--- src/rtl/y_adder.sv ---
// Registered ripple-carry adder built from explicit full-adder cells.
// Optional signed-overflow output is enabled by defining Y_ADDER_OVF_EN.
module y_adder_fa (
  input  logic a,
  input  logic b,
  input  logic ci,
  output logic s,
  output logic co
);

  assign s  = a ^ b ^ ci;
  assign co = (a & b) | (a & ci) | (b & ci);

endmodule

module y_adder #(
  parameter int WIDTH = 32
) (
  input  logic             clk,
  input  logic             rst_n,
  input  logic [WIDTH-1:0] a,
  input  logic [WIDTH-1:0] b,
  input  logic             cin,
  input  logic             in_valid,
  output logic [WIDTH-1:0] z,
  output logic             cout,
`ifdef Y_ADDER_OVF_EN
  output logic             ovf,
`endif
  output logic             out_valid
);

  logic [WIDTH:0]   c;
  logic [WIDTH-1:0] s;

  assign c[0] = cin;

  for (genvar i = 0; i < WIDTH; i++) begin : g_fa
    y_adder_fa u_fa (
      .a  (a[i]),
      .b  (b[i]),
      .ci (c[i]),
      .s  (s[i]),
      .co (c[i+1])
    );
  end

  always_ff @(posedge clk or negedge rst_n) begin
    if (!rst_n) begin
      z         <= '0;
      cout      <= 1'b0;
      out_valid <= 1'b0;
    end else begin
      out_valid <= in_valid;
      if (in_valid) begin
        z    <= s;
        cout <= c[WIDTH];
      end
    end
  end

`ifdef Y_ADDER_OVF_EN
  // Signed overflow: carry into the MSB differs from carry out of it.
  always_ff @(posedge clk or negedge rst_n) begin
    if (!rst_n) begin
      ovf <= 1'b0;
    end else if (in_valid) begin
      ovf <= c[WIDTH] ^ c[WIDTH-1];
    end
  end
`endif

endmodule

--- config.mk ---
export PLATFORM = sky130hd
export DESIGN_NAME = y_adder
export DESIGN_NICKNAME = d
export VERILOG_FILES = /design/src/rtl/y_adder.sv
export SDC_FILE = /design/constraint.sdc
export NUM_CORES = 1
export LEC_CHECK = 0
export BUFFER_PORTS_ARGS = -buffer_cell sky130_fd_sc_hd__buf_4
export CAP_MARGIN = 5
export CORE_AREA = 10 10 97 73
export DETAILED_ROUTE_END_ITERATION = 12
export DIE_AREA = 0 0 107 83
export PLACE_DENSITY = 0.8
export SKIP_LAST_GASP = 1
export SLEW_MARGIN = 25
export SYNTH_ARGS = -nofsm -noshare
export SYNTH_HDL_FRONTEND = slang
export SYNTH_SLANG_ARGS = --single-unit
--- constraint.sdc ---
create_clock -name clk -period 1.67 [get_ports clk]
set_input_delay 0.0835 -clock clk [delete_from_list [all_inputs] [get_ports clk]]
set_output_delay 0.0835 -clock clk [all_outputs]
set_load 0.05 [all_outputs]
; ---- Word-level counts from Yosys, hierarchy flattened
; Cells that the tools add are included.
[op_classes]
bitwise = 224
[ops]
columns = cell, count
row1 = 1-bit AND, 96
row2 = 1-bit bitwise OR, 64
row3 = 1-bit XOR, 64
[totals]
inputBits = 68
word_cells = 227
ff_bits = 34
output_inout_bits = 34

; ---- Depth between registers and ports, before layout
[depth]
ltp_word = 96
depth_mapped = 36
depth_no_buf = 36

; ---- Modules after synthesis
; A second synthesis with hierarchy kept.
[unflattened]
hier_cells = 103
hier_area_um2 = 2047.0
[modules_own_cells]
columns = module, area_per_inst_um2, cells_per_inst, seq_area_each_um2, n_inst
row1 = y_adder, 1406.3, 71, 850.8, 1
row2 = y_adder_fa, 20.0, 1, 0.0, 32

; ---- Least setup slack after synthesis
; No wires, ideal clock.
[synth_path]
path_kind = input port to flip-flop
start = input a[0]
end = register z[31]
t_required_ns = 1.593
t_arrival_ns = 12.290
slack_ns = -10.698
stages = 36
n_path_buf = 0
setup_ns = 0.077
path_cell_list = inv_1 -> fa_1 -> inv_1 -> fa_1 -> fa_1 -> fa_1 -> fa_1 -> fa_1 -> fa_1 -> fa_1 -> fa_1 -> fa_1 -> fa_1 -> fa_1 -> fa_1 -> fa_1 -> fa_1 -> fa_1 -> fa_1 -> fa_1 -> fa_1 -> fa_1 -> fa_1 -> fa_1 -> fa_1 -> fa_1 -> fa_1 -> fa_1 -> fa_1 -> fa_1 -> fa_1 -> fa_1 -> fa_1 -> inv_1 -> fa_1 -> a21oi_1
[synth_between]
elab_chain_len = 94
elab_cells_between_ends = 125
cone_classes = bitwise: 125
[synth_lines]
columns = element, line
row1 = "start, declared", 21  ; input logic [WIDTH-1:0] a,
row2 = 1-bit AND, 12  ; assign co = (a & b) | (a & ci) | (b & ci);
row3 = 1-bit bitwise OR * (2 in a row), 12
row4 = 1-bit AND, 12
row5 = 1-bit bitwise OR, 12
row6 = 1-bit bitwise OR *, 12
row7 = 1-bit AND, 12
row8 = 1-bit bitwise OR, 12
row9 = 1-bit bitwise OR *, 12
row10 = (+77 left out), -
row11 = 1-bit bitwise OR *, 12
row12 = 1-bit AND, 12
row13 = 1-bit bitwise OR, 12
row14 = 1-bit bitwise OR *, 12
row15 = 1-bit AND, 12
row16 = 1-bit bitwise OR, 12
row17 = 1-bit bitwise OR *, 12
row18 = 1-bit XOR *, 11  ; assign s = a ^ b ^ ci;
row19 = "end signal, assigned", 56  ; z <= s;
row20 = "end, declared", 25  ; output logic [WIDTH-1:0] z,
; Every way passes the cells marked *; elsewhere a longest branch is shown, timed or not.
; A chain may end at the register's enable or synchronous reset.

; ---- Final worst setup path
; Same ends and word-level chain as after synthesis.

==> impl_results.md <==
- Synth top area share: 41.82%
- Reg2Reg Depth: 1
- CP endpoint kind: register
- Setup repair bufs after CTS: 0
- YS warnings: 0
- Nets: 318
- Max_cap viols: 0
- Tcrit/Tclk final: 683.1%
- Placement Setup Slack: -10,130 ps
- Top-count cell post-synth: dfrtp_1
- Final Hold Viols: 0
- Max-Slew Margin vs Limit: 58.98%
- Worst hold start: cin
- Least-Margin Pin Slew: 615.4 ps
- Critical path startpoint: a[0]
- Commonest cells in the netlist: dfrtp_1 (34), fa_1 (32), mux2_4 (24), inv_1 (7), mux2_2 (6)
- GRT Util Overall: between 10% and 20%
- Netlist cell types: 9
- P&R area growth vs syn: 52.28%
- Nature of the critical path startpoint: primary input
- Critical Path Max Stage Delay: approximately 400 ps
- Data arrival, critical path: 11,620 ps
- Post-synth EDFFs: 0
- Seq/Total Area, Yosys: 41.82%
- Max VDD drop: 0.0004452 V
- Top FF cell, synth: dfrtp_1
- Vias per std cell: approximately 4.4
- Final setup fails: 29
- Cell Rows: 22
- Design Area, Final: 3098 um^2
- Fmax: between 80 and 90 MHz
- Die area: between 8000 and 9000 um^2
- Status: finished, violations left
- Top post-synthesis cells by area: dfrtp_1 (42%), fa_1 (31%), mux2_4 (18%), mux2_2 (3.3%), buf_12 (2.0%)
- Via count: 1,290
- First-pass GRT wire length: ~8.9 mm
- CTS buffer count: 5
- Ant diodes: 0
- CORE AREA: 5175 um^2
- Number of synthesized register bits: 34
- Syn Area/Cell: between 15 and 20 um^2
- Worst Path Required: roughly 1900 ps
- First-pass DRT Iterations: 4
- Share of layout cells above drive strength 1: approximately four fifths
- RSZ-0062 raised after global routing: true
- CTS tree: yes
- PortBufs: just over 100
- PwrDens: 1237 nW/um^2
- Placed Area: about 2900 um^2
- Initial antenna violation count: 0
- GPL Wtd Cong: a little under 0.8
- Final global-route overflow total: 0
- Async set-reset flop share out of synthesis: between 90% and 100%
- R2R Setup Slk: 870 ps
- Die height: around 83 um
- Num ports: 102
- Largest net degree at the start of global routing: 38
- CTS max path bufs: 2
- Root Buffer: clkbuf_8
- Critical path class: primary input to register
- DRC errors left: 0
- DR iter-0 viols: 31
- CP dominant cell by count: fa_2
- Antenna Nets Post-Route: 0
- H-tree levels: 2
- Slowest cell on crit path: fa_2
- Worst r2r src: z[25]$_DFFE_PN0P_
- Post-route minimum period: about 11,000 ps
- Critical path fanouts, max: 1
- Clock transition at path regs: about 70 ps
- Drt total wl: ~5.3 mm
- Drt wl/cell: 18.30 um
- Final Slew Violations: 0
- Synth area leader: dfrtp_1
- CTS sink cnt: 34
- Vias in the first global route: approximately 1,600
- Chip width: roughly 110 um
- Worst setup margin: -9738 ps
- Initial Util: about two fifths
- Syn nets: between 200 and 250
- Clk_lat worst skew: roughly 280 ps
- Hold Path Class: primary input to register
- Final HPWL DP: about 4.5 mm
- Hold Path Stages: 4
- Mapped Area: 2034 um^2
- Leakage: approximately 1.5 nW
- Layout Skew: 0 ps
- Fillers: 414
- Syn Inst Count: ~110
- Failing checks: negative setup slack
-- flip-flops by register name, indices dropped and copies added, names as in the netlist --
name,count
z,32
cout,1
out_valid,1
-- through the flow --
stage	TNS (ps)	util, %	total power, W	cells	hold slack, ps
3_5_place_dp	-163500	56.33	0.002900	282	61.53
2_1_floorplan	-150620	-	0.002263	113	-212.1
4_1_cts	-153260	59.65	0.003858	291	204.2
6_report	-152400	59.86	0.003832	291	212.3
3_3_place_gp	-160830	56.33	0.002867	282	57.83
5_1_grt	-157070	59.86	0.004033	291	222.5
-- critical path, delay by kind of cell --
kind            cells  cell delay, ps
compound gates      1             150
buf+inv             4             250
fa+ha+maj          32           11110
-- final timing paths --
check	endpoint
worst max register to register	z[25]$_DFFE_PN0P_
min in group asynchronous	z[19]$_DFFE_PN0P_
worst min-delay path	z[0]$_DFFE_PN0P_
max in group asynchronous	z[3]$_DFFE_PN0P_
worst min register to register	z[22]$_DFFE_PN0P_
worst max-delay path	z[31]$_DFFE_PN0P_
-- layer usage --
| metal | global-route usage, % | up-vias | part of all wire, % |
|---|---|---|---|
| li1 | - | 572 | - |
| met1 | 15.73 | 662 | 40 |
| met2 | 20.37 | 52 | 52 |
| met3 | 3.164 | 4 | 6.6 |
| met4 | 3.654 | 0 | 0.94 |
| met5 | 0 | - | 0 |
-- layout by cell type, fill, tap and decap left out, types with 2 or more instances in the layout --
cell type / instances
dfrtp_1: 34
buf_4: 98
bufinv_16: 2
clkbuf_8: 6
mux2_4: 28
buf_6: 2
nor2_1: 3
a21oi_1: 3
mux2_2: 2
inv_2: 3
fa_2: 31
inv_1: 2
-- logic make-up after synthesis --
family / share of synthesized area (%)
simple gates: 0.5535
buf+inv: 4.367
flops: 41.82
fa+ha+maj: 31.49
compound gates: 0.7378
mux: 21.03
-- what timing repair did --
item / 4_1_cts / 5_1_grt
endpoints found under the hold margin: 34 / 0
resized for setup: 5 / 3
hold buffers: 1 / 0
endpoints found under the setup margin: 30 / 30
-- where the power goes --
| part | leakage [nW] | internal [W] | switching (W) |
|---|---|---|---|
| clock network | 0.0714 | 0.000637 | 0.000297 |
| logic | 0.986 | 0.000711 | 0.00105 |
| registers | 0.396 | 0.00102 | 0.000120 |
| total | 1.45 | 0.00237 | 0.00147 |
-- final cells by class --
class / instances / area [um^2] / share of cell area [%]
Clock buffer: 6 / 82.58 / 2.666
Clock inverter: 2 / 60.06 / 1.939
Inverter: 7 / 43.79 / 1.414
Multi-Input combinational cell: 68 / 1187 / 38.33
Sequential cell: 34 / 850.8 / 27.46
Tap cell: 72 / 90.09 / 2.908
Timing Repair Buffer: 102 / 783.3 / 25.28
(Power assumes the default switching activity.)
